===== src/rtl/id_ex_stage_if.sv =====
// id_ex_stage_if: bundles the ID-side inputs, the forwarding and pipeline-control
// inputs, and the latched EX-side outputs of the ID/EX pipeline register.
// master = pipeline/ID side that drives the stage, slave = the stage itself.
interface id_ex_stage_if #(
  parameter int XLEN   = 32,
  parameter int CTRL_W = 12
);
  logic              id_valid;
  logic [XLEN-1:0]   id_pc;
  logic [XLEN-1:0]   id_rs1_data;
  logic [XLEN-1:0]   id_rs2_data;
  logic [XLEN-1:0]   id_imm;
  logic [4:0]        id_rs1;
  logic [4:0]        id_rs2;
  logic [4:0]        id_rd;
  logic [CTRL_W-1:0] id_ctrl;
  logic [1:0]        fwa;
  logic [1:0]        fwb;
  logic [XLEN-1:0]   ex_fwd_data;
  logic [XLEN-1:0]   mem_fwd_data;
  logic              stall;
  logic              flush;

  logic              load_use_stall;
  logic              ex_valid;
  logic [XLEN-1:0]   ex_pc;
  logic [XLEN-1:0]   ex_imm;
  logic [XLEN-1:0]   ex_op_a;
  logic [XLEN-1:0]   ex_op_b;
  logic [4:0]        ex_rs1;
  logic [4:0]        ex_rs2;
  logic [4:0]        ex_rd;
  logic [CTRL_W-1:0] ex_ctrl;

  modport master (
    output id_valid, id_pc, id_rs1_data, id_rs2_data, id_imm,
           id_rs1, id_rs2, id_rd, id_ctrl, fwa, fwb,
           ex_fwd_data, mem_fwd_data, stall, flush,
    input  load_use_stall, ex_valid, ex_pc, ex_imm, ex_op_a, ex_op_b,
           ex_rs1, ex_rs2, ex_rd, ex_ctrl
  );

  modport slave (
    input  id_valid, id_pc, id_rs1_data, id_rs2_data, id_imm,
           id_rs1, id_rs2, id_rd, id_ctrl, fwa, fwb,
           ex_fwd_data, mem_fwd_data, stall, flush,
    output load_use_stall, ex_valid, ex_pc, ex_imm, ex_op_a, ex_op_b,
           ex_rs1, ex_rs2, ex_rd, ex_ctrl
  );
endinterface


===== src/rtl/id_ex_stage.sv =====
// id_ex_stage: ID/EX pipeline register of the 5-stage RISC-V core.
// Resolves forwarded operands before latching, detects load-use hazards against
// the instruction in EX and inserts a bubble, and honours stall and flush.
// Optional build macro ID_EX_PERF_CNT_EN adds bubble_cnt/stall_cnt counters.
module id_ex_stage #(
  parameter int XLEN        = 32,
  parameter int CTRL_W      = 12,
  parameter int MEMREAD_BIT = 1
) (
  input  logic        clk,
  input  logic        rst_n,
  id_ex_stage_if.slave bus
`ifdef ID_EX_PERF_CNT_EN
  ,
  output logic [31:0] bubble_cnt,
  output logic [31:0] stall_cnt
`endif
);

  logic              r_exValid;
  logic [XLEN-1:0]   r_exPc;
  logic [XLEN-1:0]   r_exImm;
  logic [XLEN-1:0]   r_exOpA;
  logic [XLEN-1:0]   r_exOpB;
  logic [4:0]        r_exRs1;
  logic [4:0]        r_exRs2;
  logic [4:0]        r_exRd;
  logic [CTRL_W-1:0] r_exCtrl;

  logic [XLEN-1:0]   w_opANext;
  logic [XLEN-1:0]   w_opBNext;
  logic              w_loadUse;
  logic              w_rdHit;

  // Operand A select: 01 takes the EX result, 11 the MEM result, else the regfile.
  always_comb begin
    w_opANext = bus.id_rs1_data;
    case (bus.fwa)
      2'b01:   w_opANext = bus.ex_fwd_data;
      2'b11:   w_opANext = bus.mem_fwd_data;
      default: w_opANext = bus.id_rs1_data;
    endcase
  end

  // Operand B select, same encoding as A; op B is also the store data.
  always_comb begin
    w_opBNext = bus.id_rs2_data;
    case (bus.fwb)
      2'b01:   w_opBNext = bus.ex_fwd_data;
      2'b11:   w_opBNext = bus.mem_fwd_data;
      default: w_opBNext = bus.id_rs2_data;
    endcase
  end

  // A load in EX whose (non-x0) destination is read by the ID instruction
  // cannot be forwarded in time, so ID must wait one cycle behind a bubble.
  assign w_rdHit   = (r_exRd == bus.id_rs1) | (r_exRd == bus.id_rs2);
  assign w_loadUse = r_exValid & r_exCtrl[MEMREAD_BIT] & (r_exRd != 5'd0) &
                     bus.id_valid & w_rdHit;

  // Pipeline register: flush beats stall beats load-use bubble beats capture;
  // bubbles clear only valid/ctrl/rd so they can never write or forward.
  always_ff @(posedge clk or negedge rst_n) begin
    if (!rst_n) begin
      r_exValid <= 1'b0;
      r_exPc    <= '0;
      r_exImm   <= '0;
      r_exOpA   <= '0;
      r_exOpB   <= '0;
      r_exRs1   <= '0;
      r_exRs2   <= '0;
      r_exRd    <= '0;
      r_exCtrl  <= '0;
    end else if (bus.flush) begin
      r_exValid <= 1'b0;
      r_exCtrl  <= '0;
      r_exRd    <= '0;
    end else if (bus.stall) begin
      r_exValid <= r_exValid;
    end else if (w_loadUse) begin
      r_exValid <= 1'b0;
      r_exCtrl  <= '0;
      r_exRd    <= '0;
    end else begin
      r_exValid <= bus.id_valid;
      r_exPc    <= bus.id_pc;
      r_exImm   <= bus.id_imm;
      r_exOpA   <= w_opANext;
      r_exOpB   <= w_opBNext;
      r_exRs1   <= bus.id_rs1;
      r_exRs2   <= bus.id_rs2;
      r_exRd    <= bus.id_rd;
      r_exCtrl  <= bus.id_ctrl;
    end
  end

`ifdef ID_EX_PERF_CNT_EN
  logic [31:0] r_bubbleCnt;
  logic [31:0] r_stallCnt;

  // Event counters: bubbles only count when actually inserted, stalls only
  // when not overridden by a flush; both wrap naturally.
  always_ff @(posedge clk or negedge rst_n) begin
    if (!rst_n) begin
      r_bubbleCnt <= '0;
      r_stallCnt  <= '0;
    end else begin
      if (!bus.flush && !bus.stall && w_loadUse) begin
        r_bubbleCnt <= r_bubbleCnt + 32'd1;
      end
      if (bus.stall && !bus.flush) begin
        r_stallCnt <= r_stallCnt + 32'd1;
      end
    end
  end

  assign bubble_cnt = r_bubbleCnt;
  assign stall_cnt  = r_stallCnt;
`endif

  assign bus.load_use_stall = w_loadUse;
  assign bus.ex_valid       = r_exValid;
  assign bus.ex_pc          = r_exPc;
  assign bus.ex_imm         = r_exImm;
  assign bus.ex_op_a        = r_exOpA;
  assign bus.ex_op_b        = r_exOpB;
  assign bus.ex_rs1         = r_exRs1;
  assign bus.ex_rs2         = r_exRs2;
  assign bus.ex_rd          = r_exRd;
  assign bus.ex_ctrl        = r_exCtrl;

endmodule


===== src/flat_wrapper.sv =====
// flat-port wrapper written by rule: the top's interface ports become plain ports
module id_ex_stage_flat 
#(
  parameter int XLEN        = 32,
  parameter int CTRL_W      = 12,
  parameter int MEMREAD_BIT = 1
)
  (clk, rst_n, bus_id_valid, bus_id_pc, bus_id_rs1_data, bus_id_rs2_data, bus_id_imm, bus_id_rs1, bus_id_rs2, bus_id_rd, bus_id_ctrl, bus_fwa, bus_fwb, bus_ex_fwd_data, bus_mem_fwd_data, bus_stall, bus_flush, bus_load_use_stall, bus_ex_valid, bus_ex_pc, bus_ex_imm, bus_ex_op_a, bus_ex_op_b, bus_ex_rs1, bus_ex_rs2, bus_ex_rd, bus_ex_ctrl);
  id_ex_stage_if #(.XLEN(XLEN), .CTRL_W(CTRL_W)) bus_i ();
  input  logic clk;
  input  logic rst_n;
  input wire logic [$bits(bus_i.id_valid)-1:0] bus_id_valid;
  input wire logic [$bits(bus_i.id_pc)-1:0] bus_id_pc;
  input wire logic [$bits(bus_i.id_rs1_data)-1:0] bus_id_rs1_data;
  input wire logic [$bits(bus_i.id_rs2_data)-1:0] bus_id_rs2_data;
  input wire logic [$bits(bus_i.id_imm)-1:0] bus_id_imm;
  input wire logic [$bits(bus_i.id_rs1)-1:0] bus_id_rs1;
  input wire logic [$bits(bus_i.id_rs2)-1:0] bus_id_rs2;
  input wire logic [$bits(bus_i.id_rd)-1:0] bus_id_rd;
  input wire logic [$bits(bus_i.id_ctrl)-1:0] bus_id_ctrl;
  input wire logic [$bits(bus_i.fwa)-1:0] bus_fwa;
  input wire logic [$bits(bus_i.fwb)-1:0] bus_fwb;
  input wire logic [$bits(bus_i.ex_fwd_data)-1:0] bus_ex_fwd_data;
  input wire logic [$bits(bus_i.mem_fwd_data)-1:0] bus_mem_fwd_data;
  input wire logic [$bits(bus_i.stall)-1:0] bus_stall;
  input wire logic [$bits(bus_i.flush)-1:0] bus_flush;
  output wire logic [$bits(bus_i.load_use_stall)-1:0] bus_load_use_stall;
  output wire logic [$bits(bus_i.ex_valid)-1:0] bus_ex_valid;
  output wire logic [$bits(bus_i.ex_pc)-1:0] bus_ex_pc;
  output wire logic [$bits(bus_i.ex_imm)-1:0] bus_ex_imm;
  output wire logic [$bits(bus_i.ex_op_a)-1:0] bus_ex_op_a;
  output wire logic [$bits(bus_i.ex_op_b)-1:0] bus_ex_op_b;
  output wire logic [$bits(bus_i.ex_rs1)-1:0] bus_ex_rs1;
  output wire logic [$bits(bus_i.ex_rs2)-1:0] bus_ex_rs2;
  output wire logic [$bits(bus_i.ex_rd)-1:0] bus_ex_rd;
  output wire logic [$bits(bus_i.ex_ctrl)-1:0] bus_ex_ctrl;
  assign bus_i.id_valid = bus_id_valid;
  assign bus_i.id_pc = bus_id_pc;
  assign bus_i.id_rs1_data = bus_id_rs1_data;
  assign bus_i.id_rs2_data = bus_id_rs2_data;
  assign bus_i.id_imm = bus_id_imm;
  assign bus_i.id_rs1 = bus_id_rs1;
  assign bus_i.id_rs2 = bus_id_rs2;
  assign bus_i.id_rd = bus_id_rd;
  assign bus_i.id_ctrl = bus_id_ctrl;
  assign bus_i.fwa = bus_fwa;
  assign bus_i.fwb = bus_fwb;
  assign bus_i.ex_fwd_data = bus_ex_fwd_data;
  assign bus_i.mem_fwd_data = bus_mem_fwd_data;
  assign bus_i.stall = bus_stall;
  assign bus_i.flush = bus_flush;
  assign bus_load_use_stall = bus_i.load_use_stall;
  assign bus_ex_valid = bus_i.ex_valid;
  assign bus_ex_pc = bus_i.ex_pc;
  assign bus_ex_imm = bus_i.ex_imm;
  assign bus_ex_op_a = bus_i.ex_op_a;
  assign bus_ex_op_b = bus_i.ex_op_b;
  assign bus_ex_rs1 = bus_i.ex_rs1;
  assign bus_ex_rs2 = bus_i.ex_rs2;
  assign bus_ex_rd = bus_i.ex_rd;
  assign bus_ex_ctrl = bus_i.ex_ctrl;
  id_ex_stage #(.XLEN(XLEN), .CTRL_W(CTRL_W), .MEMREAD_BIT(MEMREAD_BIT)) u_core (.clk(clk), .rst_n(rst_n), .bus(bus_i));
endmodule

===== config.mk =====
export PLATFORM = sky130hd
export DESIGN_NAME = id_ex_stage_flat
export DESIGN_NICKNAME = d
export VERILOG_FILES = /design/src/rtl/id_ex_stage_if.sv /design/src/rtl/id_ex_stage.sv /design/src/flat_wrapper.sv
export SDC_FILE = /design/constraint.sdc
export NUM_CORES = 1
export LEC_CHECK = 0
export ABC_AREA = 1
export CELL_PAD_IN_SITES_DETAIL_PLACEMENT = 0
export CELL_PAD_IN_SITES_GLOBAL_PLACEMENT = 1
export CORE_UTILIZATION = 30
export CTS_CLUSTER_SIZE = 30
export DETAILED_ROUTE_END_ITERATION = 8
export HOLD_SLACK_MARGIN = 0.03
export PLACE_DENSITY = 0.89
export SKIP_CTS_REPAIR_TIMING = 1
export SLEW_MARGIN = 20
export SYNTH_ARGS = -nofsm -noshare
export SYNTH_HDL_FRONTEND = slang
export SYNTH_SLANG_ARGS = --single-unit

===== constraint.sdc =====
create_clock -name clk -period 4 [get_ports clk]
set_input_delay 0.6 -clock clk [delete_from_list [all_inputs] [get_ports clk]]
set_output_delay 0.6 -clock clk [all_outputs]
set_load 0.005 [all_outputs]

Word level (Yosys, flattened, before mapping):

Index checks and enable logic that the tools add are counted.

* $add $sub $neg: 0
* $mul: 0
* div/mod/pow operators: 0
* magnitude comparators: 0
* equal/unequal tests: 7
* shifts and indexed selects: 0
* mux-type cells: 11
* bitwise operators: 8
* reductions and logical operators: 2

Operators by type and width (count)
* $pmux W32 S2: 2
* $mux W12: 3
* $mux W5: 3
* $eq A5 B5 Y1: 2
* $reduce_bool A5 Y1: 1
* $and A1 B1 Y1: 4
* $eq A2 B1 Y1 const B: 2
* $eq A2 B2 Y1 const B: 2
* $mux W1: 3
* $not A1 Y1: 3
* $reduce_and A3 Y1: 1
* $ne A2 B1 Y1 const B: 1
* $or A1 B1 Y1: 1

* register bits: 156
* bits in latches: 0
* bits in writable memories: 0
* ROM bits: 0
* input port bits: 228
* output and inout port bits: 157
* memories: 0

Logic depth before layout (Yosys ltp):

* depth in word-level cells: 7
* gate-level depth with buffers: 12

Worst setup path after synthesis:

OpenSTA, ideal clock, no wires.

* path kind: input to output
* start point: input bus_id_rs1[4]
* end point: output bus_load_use_stall
* arrival: 1.380 ns
* required time: 3.400 ns
* slack: 2.020 ns
* stages on the path: 10
* path through: inv_1 -> nand2_1 -> nand2_1 -> nor2_1 -> nand3_1 -> nand2_1 -> nand2_2 -> buf_4 -> buf_2 -> inv_1

* longest elaborated chain between the ends: 3

RTL lines
* from (decl): line flat_wrapper.sv:17 `input wire logic [$bits(bus_i.id_rs1)-1:0] bus_id_rs1;`
* $eq A5 B5 Y1: line id_ex_stage.sv:57 `assign w_rdHit = (r_exRd == bus.id_rs1) | (r_exRd == bus.id_rs2);`
* $or A1 B1 Y1: line id_ex_stage.sv:57
* $and A1 B1 Y1: line id_ex_stage.sv:59 `bus.id_valid & w_rdHit;`
* to (decl): line flat_wrapper.sv:27 `output wire logic [$bits(bus_i.load_use_stall)-1:0] bus_load_use_stall;`

No other way between the ends.

Worst setup path after layout:

* start point: input bus_id_rs2[0]
* end point: output bus_load_use_stall

* longest elaborated chain between the ends: 3

RTL lines
* from (decl): line flat_wrapper.sv:18 `input wire logic [$bits(bus_i.id_rs2)-1:0] bus_id_rs2;`
* $eq A5 B5 Y1: line id_ex_stage.sv:57
* $or A1 B1 Y1: line id_ex_stage.sv:57
* $and A1 B1 Y1: line id_ex_stage.sv:59

No other way between the ends.

==> impl_metrics.tcl <==
set metrics [dict create \
    status "finished clean" \
    grt.total_usage 0.215 \
    drc 0 \
    h-tree-depth 4 \
    rows 57 \
    critPathRequiredTime_ps 3400 \
    finalWeightedCongestion 0.868 \
    utilization 0.501 \
    ir_worst_vdd_mv 0.253 \
    max-slew-margin-rel 0.521 \
    ant_nets 0 \
    crit_path_start_kind "input port" \
    synth-seq-cells 156 \
    skew_ps 13.4 \
    timing.fmax_mhz 326 \
    via_per_inst 4.76 \
    powerDensity_mw_per_mm2 382 \
    clkLatencyLatePin_ps 420 \
    yosys.area_share.simple 0.348 \
    pre_cts_slack_ps 948 \
    drv_slew 0 \
    rsz0062_at_grt "no" \
    synthAdderAreaFrac 0 \
    synth_nets 1207 \
    cts_tree "done" \
    die_w_um 160 \
    holdWs_ps 152 \
    cts_sinks 156 \
    nets 1557 \
    cp_slowest_cell "clkdlybuf4s50_1" \
    dp_hpwl_mm 19.8 \
    cp.arrival_ps 2460 \
    final_layout_size_suffix_gt1_frac 0.0417 \
    worst_pin_slew_ps 719 \
    period_share 0.766 \
    num_vias 7927 \
    drtIter0Drc 494 \
    antenna_found_initial 1 \
    synthDistinctLibCells 14 \
    p_leak_nw 5.83 \
    fin_ws_ps 936 \
    dr.pass1.iters 5 \
    cts_root_buf "clkbuf_16" \
    crit_fanout 31 \
    io-pin-count 385 \
    start_util 0.308 \
    synth_xor_area_frac 0.00233 \
    worstSetupEndpointType "primary output" \
    hold_class "in -> async" \
    syn_to_final_growth_pct 62.7 \
    crit_path_cell_trace "clkdlybuf4s50_1 -> nand2_1 -> inv_1 -> nor2_1 -> nor2_1 -> nand3_1 -> nand2_1 -> nand2_4 -> inv_1 -> clkdlybuf4s50_1" \
    critPathKind "in -> out" \
    clk_pin_slew_ps 80 \
    synthMuxAreaShare 0 \
    synth_top_family_by_area "simple AND/OR/NAND/NOR gates" \
    drv_cap 0 \
    routed_wirelength_mm 27.6 \
    io_buffers 384 \
    cpPeakStageDelay_ps 510 \
    syn-mean-instance-area_sq_um 7.69 \
    setup_violations 0 \
    die_h_um 160 \
    n_fill_cell 2379 \
    fin_cells 1667 \
    post_drt_wl_per_cell_um 16.6 \
    grt_pass1_vias 7848 \
    grt_overflow 0 \
    grt_max_degree 93 \
    fin_crit_ps 3060 \
    core_area_sq_mm 0.0245 \
    setup_tns_ps 0 \
    hold_viol 0 \
    die_area_sq_mm 0.0257 \
    syn_inst 979 \
    cts_buffers 17 \
    grt_first_pass_wirelength_mm 43.4 \
    netlist_area_sq_mm 0.00753 \
    dpl.cell_count 1634 \
    ys_seq_area_frac 0.518 \
    yosysWarnings 0 \
    cts_max_path_buffers 2 \
    synth_compound_area_frac 0.0618 \
]
-- cells in the final DEF, fill, tap and decap left out, types with 2 or more instances in the layout --
cell	count
nand2_1	465
clkdlybuf4s50_1	383
nand3_1	162
dfrtp_1	156
o211ai_1	62
inv_1	46
clkbuf_16	17
buf_4	10
nor2_1	8
inv_8	6
inv_6	5
buf_12	5
inv_2	3
xnor2_1	2
nand4_1	2
nand2_4	2
nor2_2	2
-- power by group --
group          switching, mW  internal [mW]
registers              0.117           1.77
logic                  0.441          0.663
clock network          0.764          0.916
-- final cells by class --
class,count,area (sq um),area share
timing repair buffer,399,4020,0.328
sequential,156,3900,0.319
multi-input combinational,706,3130,0.255
clock buffer,18,439,0.0359
tap,324,405,0.0331
inverter,49,184,0.0150
clock inverter,14,165,0.0135
antenna,1,2.50,0.000204
-- Yosys cell counts (all sizes together) --
cell,number,area share
nor2,11,0.0055
buf,43,0.033
inv,49,0.024
nand3,162,0.11
o211ai,62,0.062
xnor2,2,0.0023
clkbuf,25,0.012
dfrtp,156,0.52
nand4,2,0.0017
nand2,467,0.23
-- registers in the layout, indices dropped and copies added (netlist names) --
name,count
u_core.bus.ex_op_b,32
u_core.bus.ex_rd,5
u_core.bus.ex_imm,32
u_core.bus.ex_rs2,5
u_core.bus.ex_rs1,5
u_core.bus.ex_valid,1
u_core.bus.ex_ctrl,12
u_core.bus.ex_op_a,32
u_core.bus.ex_pc,32
-- logic make-up after synthesis --
kind of cell / count (synthesis)
DFF: 156
xor gates and xnor gates: 2
AOI/OAI and AO/OA: 62
buffers and inverters: 117
and+or+nand+nor: 642
-- final timing paths --
kind                       depth (start not counted)                 from                     end  slack (ps)
hold reg to reg                                    2  u_core.bus.ex_pc[7]     u_core.bus.ex_pc[7]         470
max in group asynchronous                          2                rst_n    u_core.bus.ex_imm[8]        2910
setup reg to reg                                  11  u_core.bus.ex_rd[0]  u_core.bus.ex_op_b[10]        1870
hold / removal                                     1                rst_n   u_core.bus.ex_op_b[9]         150
min in group clk                                   2  u_core.bus.ex_pc[7]     u_core.bus.ex_pc[7]         470
setup / recovery                                  10        bus_id_rs2[0]      bus_load_use_stall         940
-- routing by layer --
layer	up-vias	global-route usage	share of wire
met1	3684	0.266	0.41
met2	346	0.356	0.48
met3	40	0.0615	0.086
li1	3857	-	-
met5	-	0	0
met4	0	0.0801	0.026
-- critical path, delay by kind of cell --
family                 cells  cell delay (ps)
AND/OR/NAND/NOR            6              660
buffers and inverters      4             1200
-- through the flow --
stage | area (sq um) | total power, mW
after floorplan | 7530 | 2.24
after global placement | 11600 | 3.02
after detailed placement | 11600 | 3.03
after CTS | 12200 | 4.73
after global routing | 12200 | 4.91
final | 12200 | 4.67
(Power assumes the default switching activity.)
